$ cat config.mk
export PLATFORM = sky130hd
export DESIGN_NAME = ps2_rx_frontend
export DESIGN_NICKNAME = d
export VERILOG_FILES = /design/src/rtl/ps2_pkg.sv /design/src/rtl/ps2_line_filter.sv /design/src/rtl/ps2_rx_frontend.sv
export SDC_FILE = /design/constraint.sdc
export NUM_CORES = 1
export LEC_CHECK = 0
export CAP_MARGIN = 25
export CORE_MARGIN = 1
export CORE_UTILIZATION = 40
export CTS_BUF_LIST = sky130_fd_sc_hd__clkbuf_16
export CTS_CLUSTER_DIAMETER = 200
export DETAILED_ROUTE_END_ITERATION = 8
export SLEW_MARGIN = 0
export SYNTH_ARGS = -nofsm -noshare
export SYNTH_HDL_FRONTEND = slang
export SYNTH_HIERARCHICAL = 1
export SYNTH_SLANG_ARGS = --single-unit
$ cat constraint.sdc
create_clock -name clock -period 4.5 [get_ports clock]
set_input_delay 0.9 -clock clock [delete_from_list [all_inputs] [get_ports clock]]
set_output_delay 0.9 -clock clock [all_outputs]
set_load 0.05 [all_outputs]
$ cat src/rtl/ps2_pkg.sv
// Shared types and constants for the PS/2 receive front end.
package ps2_pkg;

  typedef enum logic [1:0] {
    IDLE   = 2'd0,
    DATA   = 2'd1,
    PARITY = 2'd2,
    STOP   = 2'd3
  } ps2_state_t;

  localparam logic [7:0] PS2_BREAK_CODE = 8'hF0;
  localparam logic [7:0] PS2_EXT_CODE   = 8'hE0;
  localparam int         PS2_DATA_BITS  = 8;

  // PS/2 uses odd parity: data bits plus parity bit hold an odd number of ones.
  function automatic logic ps2_parity_ok(input logic [7:0] data, input logic parity);
    return (^data ^ parity) == 1'b1;
  endfunction

endpackage

$ cat src/rtl/ps2_line_filter.sv
// Two-flop synchroniser, stability filter and falling-edge pulse for one
// raw PS/2 line. The filtered level only moves after FILTER_CYCLES
// consecutive synchronised samples disagree with it.
module ps2_line_filter #(
  parameter int FILTER_CYCLES = 8
) (
  input  logic clock,
  input  logic reset,
  input  logic line,
  output logic fall
);

  localparam int CW = $clog2(FILTER_CYCLES + 1);

  logic          meta;
  logic          sync;
  logic          level;
  logic [CW-1:0] cnt;
  logic          flip;

  // The current sample is the FILTER_CYCLES-th disagreeing one in a row.
  assign flip = (sync != level) && (cnt == CW'(FILTER_CYCLES - 1));

  // Synchronise, count disagreeing samples, move the level and flag 1->0.
  always_ff @(posedge clock) begin
    if (!reset) begin
      meta  <= 1'b1;
      sync  <= 1'b1;
      level <= 1'b1;
      cnt   <= '0;
      fall  <= 1'b0;
    end else begin
      meta <= line;
      sync <= meta;
      fall <= flip && level;
      if (sync == level) begin
        cnt <= '0;
      end else if (flip) begin
        level <= sync;
        cnt   <= '0;
      end else begin
        cnt <= cnt + CW'(1);
      end
    end
  end

endmodule

$ cat src/rtl/ps2_rx_frontend.sv
// PS/2 keyboard receive front end: conditions the raw lines, deserialises
// 11-bit frames, checks odd parity and stop bit, aborts stalled frames.
// Optional build macro PS2_BREAK_FILTER_EN: swallow break sequences (F0 xx)
// so only make codes strobe out.
module ps2_rx_frontend
  import ps2_pkg::*;
#(
  parameter int FILTER_CYCLES  = 8,
  parameter int TIMEOUT_CYCLES = 50000
) (
  input  logic       clock,
  input  logic       reset,
  input  logic       ps2_clk,
  input  logic       ps2_data,
  output logic [7:0] ps2_out,
  output logic       ps2_key_pressed,
  output logic       frame_error,
  output logic       busy,
  output ps2_state_t debug_state
);

  localparam int TW = $clog2(TIMEOUT_CYCLES);

  logic          fall;
  logic          data_meta;
  logic          data_sync;

  ps2_state_t    state, state_nxt;
  logic [7:0]    shift_reg, shift_nxt;
  logic [3:0]    bit_cnt, bit_nxt;
  logic          parity_bit, parity_nxt;
  logic [TW-1:0] tmo_cnt, tmo_nxt;
  logic [7:0]    out_nxt;
  logic          key_nxt;
  logic          err_nxt;
`ifdef PS2_BREAK_FILTER_EN
  logic          break_pending, break_nxt;
`endif

  ps2_line_filter #(.FILTER_CYCLES(FILTER_CYCLES)) u_clk_filter (
    .clock (clock),
    .reset (reset),
    .line  (ps2_clk),
    .fall  (fall)
  );

  // Data only needs synchronising; it is stable around each clock fall.
  always_ff @(posedge clock) begin
    if (!reset) begin
      data_meta <= 1'b1;
      data_sync <= 1'b1;
    end else begin
      data_meta <= ps2_data;
      data_sync <= data_meta;
    end
  end

  // Frame FSM: next state, datapath updates and output strobes.
  always_comb begin
    state_nxt  = state;
    shift_nxt  = shift_reg;
    bit_nxt    = bit_cnt;
    parity_nxt = parity_bit;
    out_nxt    = ps2_out;
    key_nxt    = 1'b0;
    err_nxt    = 1'b0;
    tmo_nxt    = (state == IDLE || fall) ? '0 : tmo_cnt + TW'(1);
`ifdef PS2_BREAK_FILTER_EN
    break_nxt  = break_pending;
`endif

    if (state != IDLE && !fall && tmo_cnt == TW'(TIMEOUT_CYCLES - 1)) begin
      // Stalled frame: drop whatever was collected.
      state_nxt = IDLE;
      err_nxt   = 1'b1;
      shift_nxt = '0;
      bit_nxt   = '0;
      tmo_nxt   = '0;
    end else if (fall) begin
      case (state)
        IDLE: begin
          // A high start bit is a false start and is ignored silently.
          if (!data_sync) begin
            state_nxt = DATA;
            bit_nxt   = '0;
            shift_nxt = '0;
          end
        end
        DATA: begin
          shift_nxt = {data_sync, shift_reg[7:1]};
          bit_nxt   = bit_cnt + 4'd1;
          if (bit_cnt == 4'(PS2_DATA_BITS - 1)) state_nxt = PARITY;
        end
        PARITY: begin
          parity_nxt = data_sync;
          state_nxt  = STOP;
        end
        STOP: begin
          state_nxt = IDLE;
          if (data_sync && ps2_parity_ok(shift_reg, parity_bit)) begin
`ifdef PS2_BREAK_FILTER_EN
            if (break_pending) begin
              break_nxt = 1'b0;
            end else if (shift_reg == PS2_BREAK_CODE) begin
              break_nxt = 1'b1;
            end else begin
              out_nxt = shift_reg;
              key_nxt = 1'b1;
            end
`else
            out_nxt = shift_reg;
            key_nxt = 1'b1;
`endif
          end else begin
            err_nxt = 1'b1;
          end
        end
        default: state_nxt = IDLE;
      endcase
    end
  end

  // State, datapath and registered outputs.
  always_ff @(posedge clock) begin
    if (!reset) begin
      state           <= IDLE;
      shift_reg       <= '0;
      bit_cnt         <= '0;
      parity_bit      <= 1'b0;
      tmo_cnt         <= '0;
      ps2_out         <= 8'h00;
      ps2_key_pressed <= 1'b0;
      frame_error     <= 1'b0;
      busy            <= 1'b0;
`ifdef PS2_BREAK_FILTER_EN
      break_pending   <= 1'b0;
`endif
    end else begin
      state           <= state_nxt;
      shift_reg       <= shift_nxt;
      bit_cnt         <= bit_nxt;
      parity_bit      <= parity_nxt;
      tmo_cnt         <= tmo_nxt;
      ps2_out         <= out_nxt;
      ps2_key_pressed <= key_nxt;
      frame_error     <= err_nxt;
      busy            <= (state_nxt != IDLE);
`ifdef PS2_BREAK_FILTER_EN
      break_pending   <= break_nxt;
`endif
    end
  end

  assign debug_state = state;

endmodule

==> flow_metrics.tcl <==
set metrics [dict create \
    cp_slowest_cell "clkdlybuf4s50_1" \
    status "finished clean" \
    htree_num_levels 2 \
    numCtsBuffers 5 \
    cts_tree "done" \
    clk_latency_ns 0.29 \
    crit_chain "clkdlybuf4s50_1" \
    cts_setup_buffers 0 \
    criticalPathCategory "reg2out" \
    remaining_drc_errors 0 \
    syn-instance-count 234 \
    yosysWarnings 6 \
    holdCritPathClass "reg2reg" \
    tightest_slew_ns 0.782 \
    grt.total_usage_pct 14.0 \
    grt_pass1_wl_mm 6.58 \
    drtAntennaViolNets 0 \
    ys.flop_type "dfxtp_1" \
    placed_cells 313 \
    drt_iter0_drc 83 \
    wire_per_inst_um 11.7 \
    dp_slack_ns 2.15 \
    worstSetupStartpointType "flip-flop" \
    firstDrtPassIters 4 \
    seqCellArea_mm2 0.00104 \
    ys_top_cells_by_area "dfxtp_1 (47%), nor2_1 (6.3%), xnor2_1 (5.5%)" \
    cts_sinks 52 \
    crit_buf_inv 1 \
    drt-total-wl_mm 3.74 \
    rows 26 \
    fin_crit_sh_pct 56.2 \
    grt_max_degree 27 \
    n_antenna_cell 0 \
    r2r-start "tmo_cnt[10]$_SDFF_PP0_" \
    required_ns 3.60 \
    start_util_pct 42.4 \
    syn2layout_area_growth_pct 15.5 \
    grt_pass1_vias 1483 \
    clock_path_buffers 2 \
    nets 257 \
    arrival_ns 1.63 \
    max-vdd-ir-drop_mv 0.168 \
    synth-seq-cells 52 \
    critPathMaxFanout 11 \
    finalMaxSlewViolations 0 \
    maxCapViolations 0 \
    root_buffer "clkbuf_16" \
    ioPinCount 17 \
    stdcell_count 320 \
    coreArea_mm2 0.00524 \
    vias 1573 \
    synth_fp_nets 241 \
    skew_ns 0.00662 \
    hold_buffers 0 \
    postCtsResizedCells 0 \
    yosysMostFrequentCell "dfxtp_1" \
    critPathLaunch "debug_state[1]$_SDFF_PN0_" \
    vias_per_cell 4.92 \
    max_freq_ghz 0.396 \
    worst_setup_path_end_kind "primary output" \
    p_per_area_mw_per_mm2 323 \
    drive_gt1_share_pct 7.20 \
    clk_pin_slew_worst_paths_ns 0.06 \
    hold_viol 0 \
    min_period_ns 2.53 \
    critical_path.top_delay_family "buffers and inverters" \
    place_congestion 0.809 \
    yosys.area.top_type "dfxtp_1" \
    rsz0062_at_grt "no" \
    netlist_top_cells_count "dfxtp_1 (52), nor2_1 (37), nand2_1 (26), xnor2_1 (14), mux2i_1 (11)" \
    syn_area_per_cell_um2 9.48 \
    largest_reg_flops 16 \
    synth_top_area_share_pct 46.9 \
    slew_headroom_pct 47.7 \
    die-area_mm2 0.00585 \
    grt_remaining_overflow 0 \
    die-height_um 76.5 \
    syn-cell-area_mm2 0.00222 \
    hold_path_startpoint "u_clk_filter/meta$_SDFF_PN1_" \
    slowest_delay_ns 0.86 \
    n_fill_cell 520 \
    numPortBuffers 16 \
    power_mw 0.827 \
    multiInputGateArea_mm2 0.00110 \
    die_x_um 76.5 \
    power.leakage_nw 0.884 \
    synth_edf_count 0 \
    setup_viol 0 \
    ys_seq_area_share_pct 46.9 \
    ys_async_sr_fraction_pct 0 \
    worst_slack_ns 1.97 \
    yosysUniqueCellTypes 37 \
    tns_ns 0 \
    antenna_found_initial 0 \
    dp_hpwl_mm 2.50 \
]
layer usage:
layer | GRT usage [%] | part of all wire, % | vias up
li1 | - | - | 831
met1 | 19.3 | 54 | 709
met4 | 7.50 | 1.8 | 0
met5 | 0 | 0 | -
met2 | 20.3 | 41 | 28
met3 | 2.99 | 3.0 | 5
layout make-up:
class / count / share of cell area [%]
clock buffers: 5 / 4.88
well taps: 70 / 3.42
inverters: 8 / 1.17
flip-flops and latches: 52 / 40.6
repair buffers: 17 / 6.54
clock inverters: 2 / 0.342
multi-input cells: 166 / 43.0
per-stage QoR:
stage	util (%)	instance area, um2	hold WS [ns]
4_1_cts	48.9	2560	0.410
6_report	48.9	2560	0.406
2_1_floorplan	-	2220	0.386
3_5_place_dp	46.4	2430	0.395
3_3_place_gp	46.4	2430	0.389
5_1_grt	48.9	2560	0.436
path summary, 6_finish.rpt:
kind	to	slack (ns)	cells after the start
hold reg to reg	u_clk_filter/sync$_SDFF_PN1_	0.41	1
hold / removal	u_clk_filter/sync$_SDFF_PN1_	0.41	1
setup / recovery	debug_state[1]	1.97	1
setup reg to reg	shift_reg[6]$_SDFFE_PP0P_	2.60	4
cell usage in the layout, fill, tap and decap left out, types with 4 or more instances in the layout:
master	count
nor3_1	5
clkbuf_16	5
mux2i_1	11
nor4_1	4
nand2b_1	4
xor2_1	6
nand2_1	26
nand3_1	7
dfxtp_1	52
nand4_1	4
a22oi_1	9
inv_1	9
nor2_1	37
a21oi_1	5
clkdlybuf4s50_1	16
nand3b_1	4
xnor2_1	14
power breakdown:
| part | total (mW) | internal, mW | switching (mW) |
|---|---|---|---|
| combinational | 0.0123 | 0.00503 | 0.00727 |
| sequential | 0.463 | 0.462 | 0.00138 |
| clock | 0.351 | 0.200 | 0.151 |
logic make-up (layout without fill, tap and decap cells):
group	after synthesis	count (layout)	share of synthesized area, %
mux	12	12	5.98
flops	52	52	46.9
fa+ha+maj	3	3	1.69
buf+inv	16	32	3.38
xor+xnor	22	22	9.98
compound gates	24	24	7.50
simple gates	105	105	24.5
No activity file was read; power rests on OpenSTA's default activity.
